===== src/rtl/data_cache_pkg.sv =====
// Shared types for the L1 data cache.
//   - address split widths (tag / set / word-in-line)
//   - cache_state_t controller states
//   - helpers that pull the tag, set and word fields out of a byte address
//     and rebuild a line-aligned address from a tag and set.
package cache_types;

  localparam int S_INDEX      = 3;                    // set-index bits
  localparam int S_OFFSET     = 5;                    // line-offset bits
  localparam int S_LINE       = 256;                  // line width in bits
  localparam int S_SETS       = 2 ** S_INDEX;
  localparam int S_TAG        = 32 - S_INDEX - S_OFFSET;
  localparam int S_WORD       = S_OFFSET - 2;         // word-in-line index bits
  localparam int S_LINE_BYTES = S_LINE / 8;

  typedef logic [S_TAG-1:0]   tag_t;
  typedef logic [S_INDEX-1:0] set_t;
  typedef logic [S_WORD-1:0]  word_t;
  typedef logic [S_LINE-1:0]  line_t;

  typedef enum logic [1:0] {
    IDLE      = 2'd0,
    WRITEBACK = 2'd1,
    ALLOCATE  = 2'd2
  } cache_state_t;

  function automatic tag_t addr_tag(input logic [31:0] addr);
    return addr[31:S_INDEX+S_OFFSET];
  endfunction

  function automatic set_t addr_set(input logic [31:0] addr);
    return addr[S_INDEX+S_OFFSET-1:S_OFFSET];
  endfunction

  function automatic word_t addr_word(input logic [31:0] addr);
    return addr[S_OFFSET-1:2];
  endfunction

  function automatic logic [31:0] line_addr(input tag_t tag, input set_t set);
    return {tag, set, {S_OFFSET{1'b0}}};
  endfunction

endpackage


===== src/rtl/data_cache_if.sv =====
// Bus bundle for the data cache.
//   mem_*  : pipeline MEM-stage data port (requester side)
//   pmem_* : physical-memory cacheline port
// Modports:
//   slave  : the cache's view (serves mem_*, drives pmem_* requests)
//   master : the environment's view (pipeline + physical memory)
interface data_cache_if;
  import cache_types::*;

  logic        mem_read;
  logic        mem_write;
  logic [3:0]  mem_byte_enable;
  logic [31:0] mem_address;
  logic [31:0] mem_wdata;
  logic [31:0] mem_rdata;
  logic        mem_resp;

  logic        pmem_read;
  logic        pmem_write;
  logic [31:0] pmem_address;
  line_t       pmem_wdata;
  line_t       pmem_rdata;
  logic        pmem_resp;

  modport slave (
    input  mem_read, mem_write, mem_byte_enable, mem_address, mem_wdata,
    input  pmem_rdata, pmem_resp,
    output mem_rdata, mem_resp,
    output pmem_read, pmem_write, pmem_address, pmem_wdata
  );

  modport master (
    output mem_read, mem_write, mem_byte_enable, mem_address, mem_wdata,
    output pmem_rdata, pmem_resp,
    input  mem_rdata, mem_resp,
    input  pmem_read, pmem_write, pmem_address, pmem_wdata
  );

endinterface


===== src/rtl/data_cache_data_array.sv =====
// Line storage for the data cache: S_SETS lines of S_LINE bits in flops.
// Ports:
//   clk       : clock
//   set_idx   : line selected for both read and write
//   fill      : replace the whole line with fill_data (takes priority)
//   fill_data : incoming line from physical memory
//   wdata     : store word, replicated across every word slot of the line
//   byte_mask : one bit per byte of the line; set bits take the wdata byte
//   rline     : current contents of the selected line (combinational)
// The contents are not reset; the tag/valid logic decides what is meaningful.
module cache_data_array
  import cache_types::*;
(
  input  logic                    clk,
  input  set_t                    set_idx,
  input  logic                    fill,
  input  line_t                   fill_data,
  input  logic [31:0]             wdata,
  input  logic [S_LINE_BYTES-1:0] byte_mask,
  output line_t                   rline
);

  line_t data [S_SETS];

  always_ff @(posedge clk) begin
    if (fill) begin
      data[set_idx] <= fill_data;
    end else begin
      for (int b = 0; b < S_LINE_BYTES; b++) begin
        // Byte b of the line lives in lane (b % 4) of its word.
        if (byte_mask[b]) data[set_idx][b*8 +: 8] <= wdata[(b%4)*8 +: 8];
      end
    end
  end

  assign rline = data[set_idx];

endmodule


===== src/rtl/data_cache.sv =====
// Direct-mapped, write-back, write-allocate L1 data cache.
// Ports:
//   clk : clock
//   rst : asynchronous active-high reset (clears valid, dirty and state)
//   bus : data_cache_if.slave -- MEM-stage port in, cacheline port out
// Hits complete combinationally in the request cycle; misses stall the
// requester (mem_resp low) while the victim is written back and the new
// line is fetched. After a fill the request hits on the following cycle.
//
// state     | meaning
// ----------+------------------------------------------------------------
// IDLE      | serve hits; on a miss pick WRITEBACK (dirty victim) or ALLOCATE
// WRITEBACK | pmem_write the victim line until pmem_resp
// ALLOCATE  | pmem_read the requested line until pmem_resp, then install it
module data_cache
  import cache_types::*;
(
  input  logic         clk,
  input  logic         rst,
  data_cache_if.slave  bus
);

  cache_state_t            state;
  logic [S_SETS-1:0]       valid;
  logic [S_SETS-1:0]       dirty;
  tag_t                    tags [S_SETS];

  tag_t                    req_tag;
  set_t                    req_set;
  word_t                   req_word;
  logic                    req;
  logic                    hit;
  logic                    fill;
  logic [S_LINE_BYTES-1:0] byte_mask;
  line_t                   line;
  logic [1:0]              unused_addr_lsb;

  assign req_tag         = addr_tag(bus.mem_address);
  assign req_set         = addr_set(bus.mem_address);
  assign req_word        = addr_word(bus.mem_address);
  assign unused_addr_lsb = bus.mem_address[1:0];

  assign req  = bus.mem_read | bus.mem_write;
  assign hit  = valid[req_set] && (tags[req_set] == req_tag);
  assign fill = (state == ALLOCATE) && bus.pmem_resp;

  // Store-hit merge: shift the 4 lane enables into the addressed word.
  assign byte_mask = (state == IDLE && bus.mem_write && hit)
                   ? ({{(S_LINE_BYTES-4){1'b0}}, bus.mem_byte_enable} << {req_word, 2'b00})
                   : '0;

  cache_data_array u_data (
    .clk       (clk),
    .set_idx   (req_set),
    .fill      (fill),
    .fill_data (bus.pmem_rdata),
    .wdata     (bus.mem_wdata),
    .byte_mask (byte_mask),
    .rline     (line)
  );

  assign bus.mem_resp   = (state == IDLE) && req && hit;
  assign bus.mem_rdata  = line[{req_word, 5'b0} +: 32];
  assign bus.pmem_read  = (state == ALLOCATE);
  assign bus.pmem_write = (state == WRITEBACK);
  assign bus.pmem_wdata = line;

  always_comb begin
    bus.pmem_address = '0;
    case (state)
      WRITEBACK: bus.pmem_address = line_addr(tags[req_set], req_set);
      ALLOCATE:  bus.pmem_address = line_addr(req_tag, req_set);
      default:   bus.pmem_address = '0;
    endcase
  end

  always_ff @(posedge clk or posedge rst) begin
    if (rst) begin
      state <= IDLE;
      valid <= '0;
      dirty <= '0;
    end else begin
      case (state)
        IDLE: begin
          if (req && !hit) begin
            // dirty implies valid, so a dirty miss always has a real victim
            state <= dirty[req_set] ? WRITEBACK : ALLOCATE;
          end else if (bus.mem_write && hit) begin
            dirty[req_set] <= 1'b1;
          end
        end
        WRITEBACK: begin
          if (bus.pmem_resp) state <= ALLOCATE;
        end
        ALLOCATE: begin
          // The fill completes even if the requester has dropped its request.
          if (bus.pmem_resp) begin
            valid[req_set] <= 1'b1;
            dirty[req_set] <= 1'b0;
            state          <= IDLE;
          end
        end
        default: state <= IDLE;
      endcase
    end
  end

  // Tags carry no reset; a tag only matters once valid is set for its set.
  always_ff @(posedge clk) begin
    if (fill) tags[req_set] <= req_tag;
  end

endmodule

===== src/flat_wrapper.sv =====
// flat-port wrapper written by rule: the top's interface ports become plain ports
module data_cache_flat import cache_types::*;
  (clk, rst, bus_mem_read, bus_mem_write, bus_mem_byte_enable, bus_mem_address, bus_mem_wdata, bus_pmem_rdata, bus_pmem_resp, bus_mem_rdata, bus_mem_resp, bus_pmem_read, bus_pmem_write, bus_pmem_address, bus_pmem_wdata);
  data_cache_if bus_i ();
  input  logic clk;
  input  logic rst;
  input wire logic [$bits(bus_i.mem_read)-1:0] bus_mem_read;
  input wire logic [$bits(bus_i.mem_write)-1:0] bus_mem_write;
  input wire logic [$bits(bus_i.mem_byte_enable)-1:0] bus_mem_byte_enable;
  input wire logic [$bits(bus_i.mem_address)-1:0] bus_mem_address;
  input wire logic [$bits(bus_i.mem_wdata)-1:0] bus_mem_wdata;
  input wire logic [$bits(bus_i.pmem_rdata)-1:0] bus_pmem_rdata;
  input wire logic [$bits(bus_i.pmem_resp)-1:0] bus_pmem_resp;
  output wire logic [$bits(bus_i.mem_rdata)-1:0] bus_mem_rdata;
  output wire logic [$bits(bus_i.mem_resp)-1:0] bus_mem_resp;
  output wire logic [$bits(bus_i.pmem_read)-1:0] bus_pmem_read;
  output wire logic [$bits(bus_i.pmem_write)-1:0] bus_pmem_write;
  output wire logic [$bits(bus_i.pmem_address)-1:0] bus_pmem_address;
  output wire logic [$bits(bus_i.pmem_wdata)-1:0] bus_pmem_wdata;
  assign bus_i.mem_read = bus_mem_read;
  assign bus_i.mem_write = bus_mem_write;
  assign bus_i.mem_byte_enable = bus_mem_byte_enable;
  assign bus_i.mem_address = bus_mem_address;
  assign bus_i.mem_wdata = bus_mem_wdata;
  assign bus_i.pmem_rdata = bus_pmem_rdata;
  assign bus_i.pmem_resp = bus_pmem_resp;
  assign bus_mem_rdata = bus_i.mem_rdata;
  assign bus_mem_resp = bus_i.mem_resp;
  assign bus_pmem_read = bus_i.pmem_read;
  assign bus_pmem_write = bus_i.pmem_write;
  assign bus_pmem_address = bus_i.pmem_address;
  assign bus_pmem_wdata = bus_i.pmem_wdata;
  data_cache u_core (.clk(clk), .rst(rst), .bus(bus_i));
endmodule

===== config.mk =====
export PLATFORM = sky130hd
export DESIGN_NAME = data_cache_flat
export DESIGN_NICKNAME = d
export VERILOG_FILES = /design/src/rtl/data_cache_pkg.sv /design/src/rtl/data_cache_if.sv /design/src/rtl/data_cache_data_array.sv /design/src/rtl/data_cache.sv /design/src/flat_wrapper.sv
export SDC_FILE = /design/constraint.sdc
export NUM_CORES = 2
export LEC_CHECK = 0
export BUFFER_PORTS_ARGS = -buffer_cell sky130_fd_sc_hd__buf_4
export CORE_MARGIN = 3
export CORE_UTILIZATION = 30
export CTS_CLUSTER_DIAMETER = 40
export CTS_CLUSTER_SIZE = 28
export DETAILED_ROUTE_END_ITERATION = 8
export PLACE_DENSITY = 0.47
export SYNTH_ARGS = -nofsm -noshare
export SYNTH_HDL_FRONTEND = slang
export SYNTH_HIERARCHICAL = 1
export SYNTH_SLANG_ARGS = --single-unit

===== constraint.sdc =====
create_clock -name clk -period 4.65 [get_ports clk]
set_input_delay 0.93 -clock clk [delete_from_list [all_inputs] [get_ports clk]]
set_output_delay 0.93 -clock clk [all_outputs]
set_load 0.05 [all_outputs]

Word level (Yosys, flattened, before mapping)
Memory sizes are Yosys's and may differ from the RTL's.
Index checks and enable logic that the tools add are counted.
W data, S select, Z words.
{ "classes": {"order_cmp": 2, "eq_ne": 8, "n_shift": 2, "n_mux": 147, "bitwise": 37, "reduce_logical": 15} }
{ "ops": {"columns": ["op", "count"], "rows": [
  ["$mux W8", 35],
  ["$shiftx A256 B9 Y32", 1],
  ["$mux W1", 101],
  ["$pmux W32 S2", 1],
  ["$or A1 B1 Y1", 33],
  ["$mux W32", 1],
  ["$shl A4 B5 Y32", 1],
  ["$eq A24 B24 Y1", 1],
  ["$or A8 B8 Y8", 2],
  ["$pmux W8 S2", 1],
  ["$ne A2 B2 Y1 const B", 5],
  ["$logic_and A1 B1 Y1", 9],
  ["$and A8 B8 Y8", 1],
  ["$mux W2", 4],
  ["$not A8 Y8", 1],
  ["$bmux W1 S3", 2],
  ["$pmux W2 S3", 1],
  ["$lt A3 B4 Y1 const B", 1],
  ["$reduce_and A4 Y1", 1],
  ["$demux W1 S3", 1],
  ["$ge A3 B1 Y1 const B", 1],
  ["$reduce_and A3 Y1", 1],
  ["$eq A2 B1 Y1 const B", 1],
  ["$eq A2 B2 Y1 const B", 1],
  ["4 further kinds", 4]
]} }
{ "totals": {"register_bits": 18, "ram_bits": 2240, "inputBits": 329, "output_inout_bits": 323, "n_memories": 2} }
{ "memory_table": {"columns": ["name", "words", "width", "rd", "rd_ports_with_merged_regs", "write_ports", "line_no", "rtl"], "rows": [
  ["u_core.u_data.data", 8, 256, 1, 0, 1, "data_cache_data_array.sv:23", "line_t data [S_SETS];"],
  ["u_core.tags", 8, 24, 1, 0, 1, "data_cache.sv:26", "tag_t tags [S_SETS];"]
]} }

Longest topological paths before layout
{ "depth": {"ltp_word": 9, "depth_mapped": 15, "mapped_depth_nobuf": 10} }

Modules after synthesis
Netlist, hierarchy kept.
{ "by_module_without_submodules": {"columns": ["module", "n_inst", "cells_each", "area_per_inst_um2", "seq_area_each_um2"], "rows": [
  ["cache_data_array", 1, 3612, 81897.3, 61499.0],
  ["data_cache", 1, 864, 11556.1, 6216.0]
]} }

Worst setup path before layout
Ideal clock, no wire load.
{ "synth_path": {"path_type": "input port to output port", "startpoint": "input port bus_mem_address[5]", "endpoint": "output port bus_mem_resp", "arrival_ps": 3825, "path_slack_ps": -105, "path_stages": 8, "n_path_buf": 1, "cell_sequence": "buf_6 mux4_2 mux2i_1 xor2_1 or3b_1 and4b_1 nand4_2 nor3_1"} }
{ "synth_via": {"elab_chain_len": 4} }
{ "synth_lines": {"columns": ["element", "line_no", "rtl"], "rows": [
  ["start: declaration", "flat_wrapper.sv:10", "input wire logic [$bits(bus_i.mem_address)-1:0] bus_mem_address;"],
  ["$mem_v2 Z8 W24 / $bmux W1 S3 (equally long branches)", null, null],
  ["$eq A24 B24 Y1 / $mux W1 (equally long branches)", "data_cache.sv:44", "assign hit = valid[req_set] && (tags[req_set] == req_tag);"],
  ["$logic_and A1 B1 Y1 *", "data_cache.sv:44", null],
  ["$logic_and A1 B1 Y1 *", "data_cache.sv:62", "assign bus.mem_resp = (state == IDLE) && req && hit;"],
  ["end: declaration", "flat_wrapper.sv:15", "output wire logic [$bits(bus_i.mem_resp)-1:0] bus_mem_resp;"]
]} }
Every way passes the cells marked *; elsewhere a longest branch is shown, timed or not. The select of a mux whose other input is x is not followed.

Worst setup path in the final report
{ "layout_path": {"startpoint": "input port bus_mem_address[5]", "endpoint": "output port bus_mem_rdata[22]"} }
{ "layout_via": {"elab_chain_len": 2} }
{ "layout_lines": {"columns": ["element", "line_no", "rtl"], "rows": [
  ["$mem_v2 Z8 W256", null, null],
  ["$shiftx A256 B9 Y32", "data_cache.sv:63", "assign bus.mem_rdata = line[{req_word, 5'b0} +: 32];"],
  ["end: declaration", "flat_wrapper.sv:14", "output wire logic [$bits(bus_i.mem_rdata)-1:0] bus_mem_rdata;"]
]} }
Every way passes these cells.

==> metrics.txt <==
length of the first detailed-routing pass in iterations=5; DP Cell Count=roughly 10,000; Synth area leader=edfxtp_1; non-filler cells, final=between 10,000 and 15,000; crit path max fanout=12; area of the multi-input gates=24,400 um^2; global route overflow=0; die width=564 um; max-slew violation count=0; post-synthesis cell count=4,476; CTS Buf Count=370; Final Cycle Share=99.2%; commonest cells in the synthesized netlist=edfxtp_1 (2,240), mux2_2 (583), mux4_2 (459); Leakage=~44 nW; Yosys cell types=just under 70; RePlAce Congestion=0.820; max frequency=approximately 220 MHz; Final Hold Viols=0; Synth top area share=72.0%; slowest stage cell, crit path=mux4_2; crit path DAT=3.68 ns; vias per cell=~5; Area contributors post-synth=edfxtp_1 (72%), mux4_2 (11%), mux2_2 (7.0%); CTS tree=done; most frequent cell after synthesis=edfxtp_1; worst vdd rail ir drop=0.000277 V; crit start category=input pin; Worst Setup End Kind=primary output; worst slew pin tran=between 0.9 and 1 ns; total of max-cap violations=0; dpl ws=-0.308 ns; crit-path cells=buf_12, buf_12, buf_16, buf_16, buf_16, buf_4, mux4_2, mux2_2, mux4_2, nand2_1, nand2_2, buf_6; via count=53,100; Syn. warnings=6; status=finished clean; clock skew=0.0780 ns; area of the mapped netlist=93,500 um^2; Remaining DRCs=0; clk root buf=clkbuf_16; synthesized area per cell=20.9 um^2; Tmin final=4.61 ns; Worst slew margin=between 30% and 40%; Core ar.=309,000 um^2; RSZ-0062 raised after global routing=yes; die boundary height=between 500 and 600 um; CTS Hold Buffers Added=0; Crit path largest cell delay=around 0.58 ns; power per cell area=472 nW/um^2; critical path type=in2out; final worst setup slack=0.0395 ns; drt total wl=330,000 um; IO Pins=652; FILL cells=28,100; full die area=318,000 um^2; Port Buf Inserts=about 640; Hold WS=0.155 ns; initial core utilization=30.2%; number of synthesized flops with an enable pin=about 2,200; Sum Neg Setup Slack=0 ns; post-layout util=about two fifths; Seq/Total Area, Yosys=72.5%; initial antenna violation count=81; post-route cell area=124,000 um^2; post-detailed-route count of antenna-violating nets=0; initial drt markers=5,097; cell repeated most along the worst path=buf_16; synthesis-to-finish area growth=33.0%; register area=67,700 um^2; Primary FF master, synth=edfxtp_1; Clock Sinks=2,258; share of cells above drive strength 1=51.7%; first-pass GRT wire length=between 400,000 and 500,000 um; #FFs+latches synth=2,258; Async SR Flop Fraction=0.797%; total power draw=58.7 mW; Worst-Skew Late Latency=slightly above 0.9 ns; placed cell areas=110,000 um^2; Hold Crit Class=in2async; nets@finish=6,530; CTS HTree Levels=5; Crit path required time=3.72 ns; Std-Cell Rows=204; pin count of the biggest net entering global routing=67; CTS Buffer Depth=4; post-DP HPWL=235,000 um; CTS clk-pin slew, worst paths=0.05 ns; Routed WL per cell=about 31 um; Total Routing Usage GR=20.3%; Setup violations, final=0; vias in the first global route=54,100
==> critical path: cells and delay by family <==
kind | cells | cell delay (ns)
buffers and inverters | 7 | 1.08
and+or+nand+nor | 2 | 0.22
muxes | 3 | 1.40
==> layout make-up <==
class / instances / area share (%)
Inverter: 8 / 0.0242
Multi-Input combinational cell: 1938 / 19.7
Antenna cell: 16 / 0.0322
Clock buffer: 400 / 7.64
Timing Repair Buffer: 1622 / 11.3
Sequential cell: 2258 / 54.5
Tap cell: 4120 / 4.15
Clock inverter: 278 / 2.73
==> state kept, by name (all words and copies together) (netlist names), named ones only <==
register	count
u_core/u_data/data	2048
u_core/state	2
u_core/tags	192
u_core/valid	8
==> final timing paths <==
check,from,to,slack (ns),cells after the start
setup reg to reg,u_core/tags[7][17]$_DFFE_PP_,u_core/u_data/data[3][149]$_DFFE_PP_,0.62,14
hold reg to reg,u_core/valid[2]$_DFFE_PP0P_,u_core/valid[2]$_DFFE_PP0P_,0.47,1
hold / removal,rst,u_core/valid[1]$_DFFE_PP0P_,0.16,2
min in group clk,bus_mem_address[11],u_core/tags[2][3]$_DFFE_PP_,0.27,1
setup / recovery,bus_mem_address[5],bus_mem_rdata[22],0.04,12
max in group asynchronous,rst,u_core/valid[3]$_DFFE_PP0P_,3.95,2
==> routing by layer <==
metal | up-vias | track usage [%] | routed length, um
met5 | - | 0 | 0
met4 | 0 | 5.41 | 8310
met3 | 368 | 4.57 | 27300
met2 | 2173 | 30.7 | 148000
met1 | 28400 | 29.4 | 146000
li1 | 22200 | - | -
==> what timing repair did <==
action | in CTS | in global routing
gates resized for setup | 100 | 46
gates cloned | 9 | 1
pin swaps | 6 | 3
setup buffers | 24 | 17
endpoints found under the setup margin | 29 | 28
==> cells by family (layout without fill, tap and decap cells) <==
family / after synthesis / count (layout) / share of synthesized area, %
fa+ha+maj: 3 / 3 / 0.0402
compound gates: 120 / 120 / 0.869
buf+inv: 284 / 2308 / 1.73
other cells: 1 / 21 / 0.00401
mux: 1180 / 1180 / 21.7
xor+xnor: 6 / 6 / 0.0562
flops: 2258 / 2258 / 72.5
simple gates: 624 / 624 / 3.10
==> power by group <==
part	switching (mW)	leakage, nW	internal, mW	total [mW]
Sequential	0.128	20.5	23.1	23.3
Clock	10.3	6.20	17.8	28.1
Combinational	4.68	17.1	2.66	7.34
Total	15.1	43.7	43.6	58.7
==> layout by cell type, fill, tap and decap left out, types with 35 or more instances in the layout <==
cell type   count
clkbuf_16     377
clkinvlp_4     38
buf_12         97
mux2_2        555
bufinv_16      49
o22ai_1        35
nand2b_1       36
clkinv_2       46
and2_1         48
nor2_1        297
buf_4        1471
mux4_2        464
inv_6          47
mux4_1        120
nand2_1        91
edfxtp_1     2240
Power figures use the tool's default switching activity.
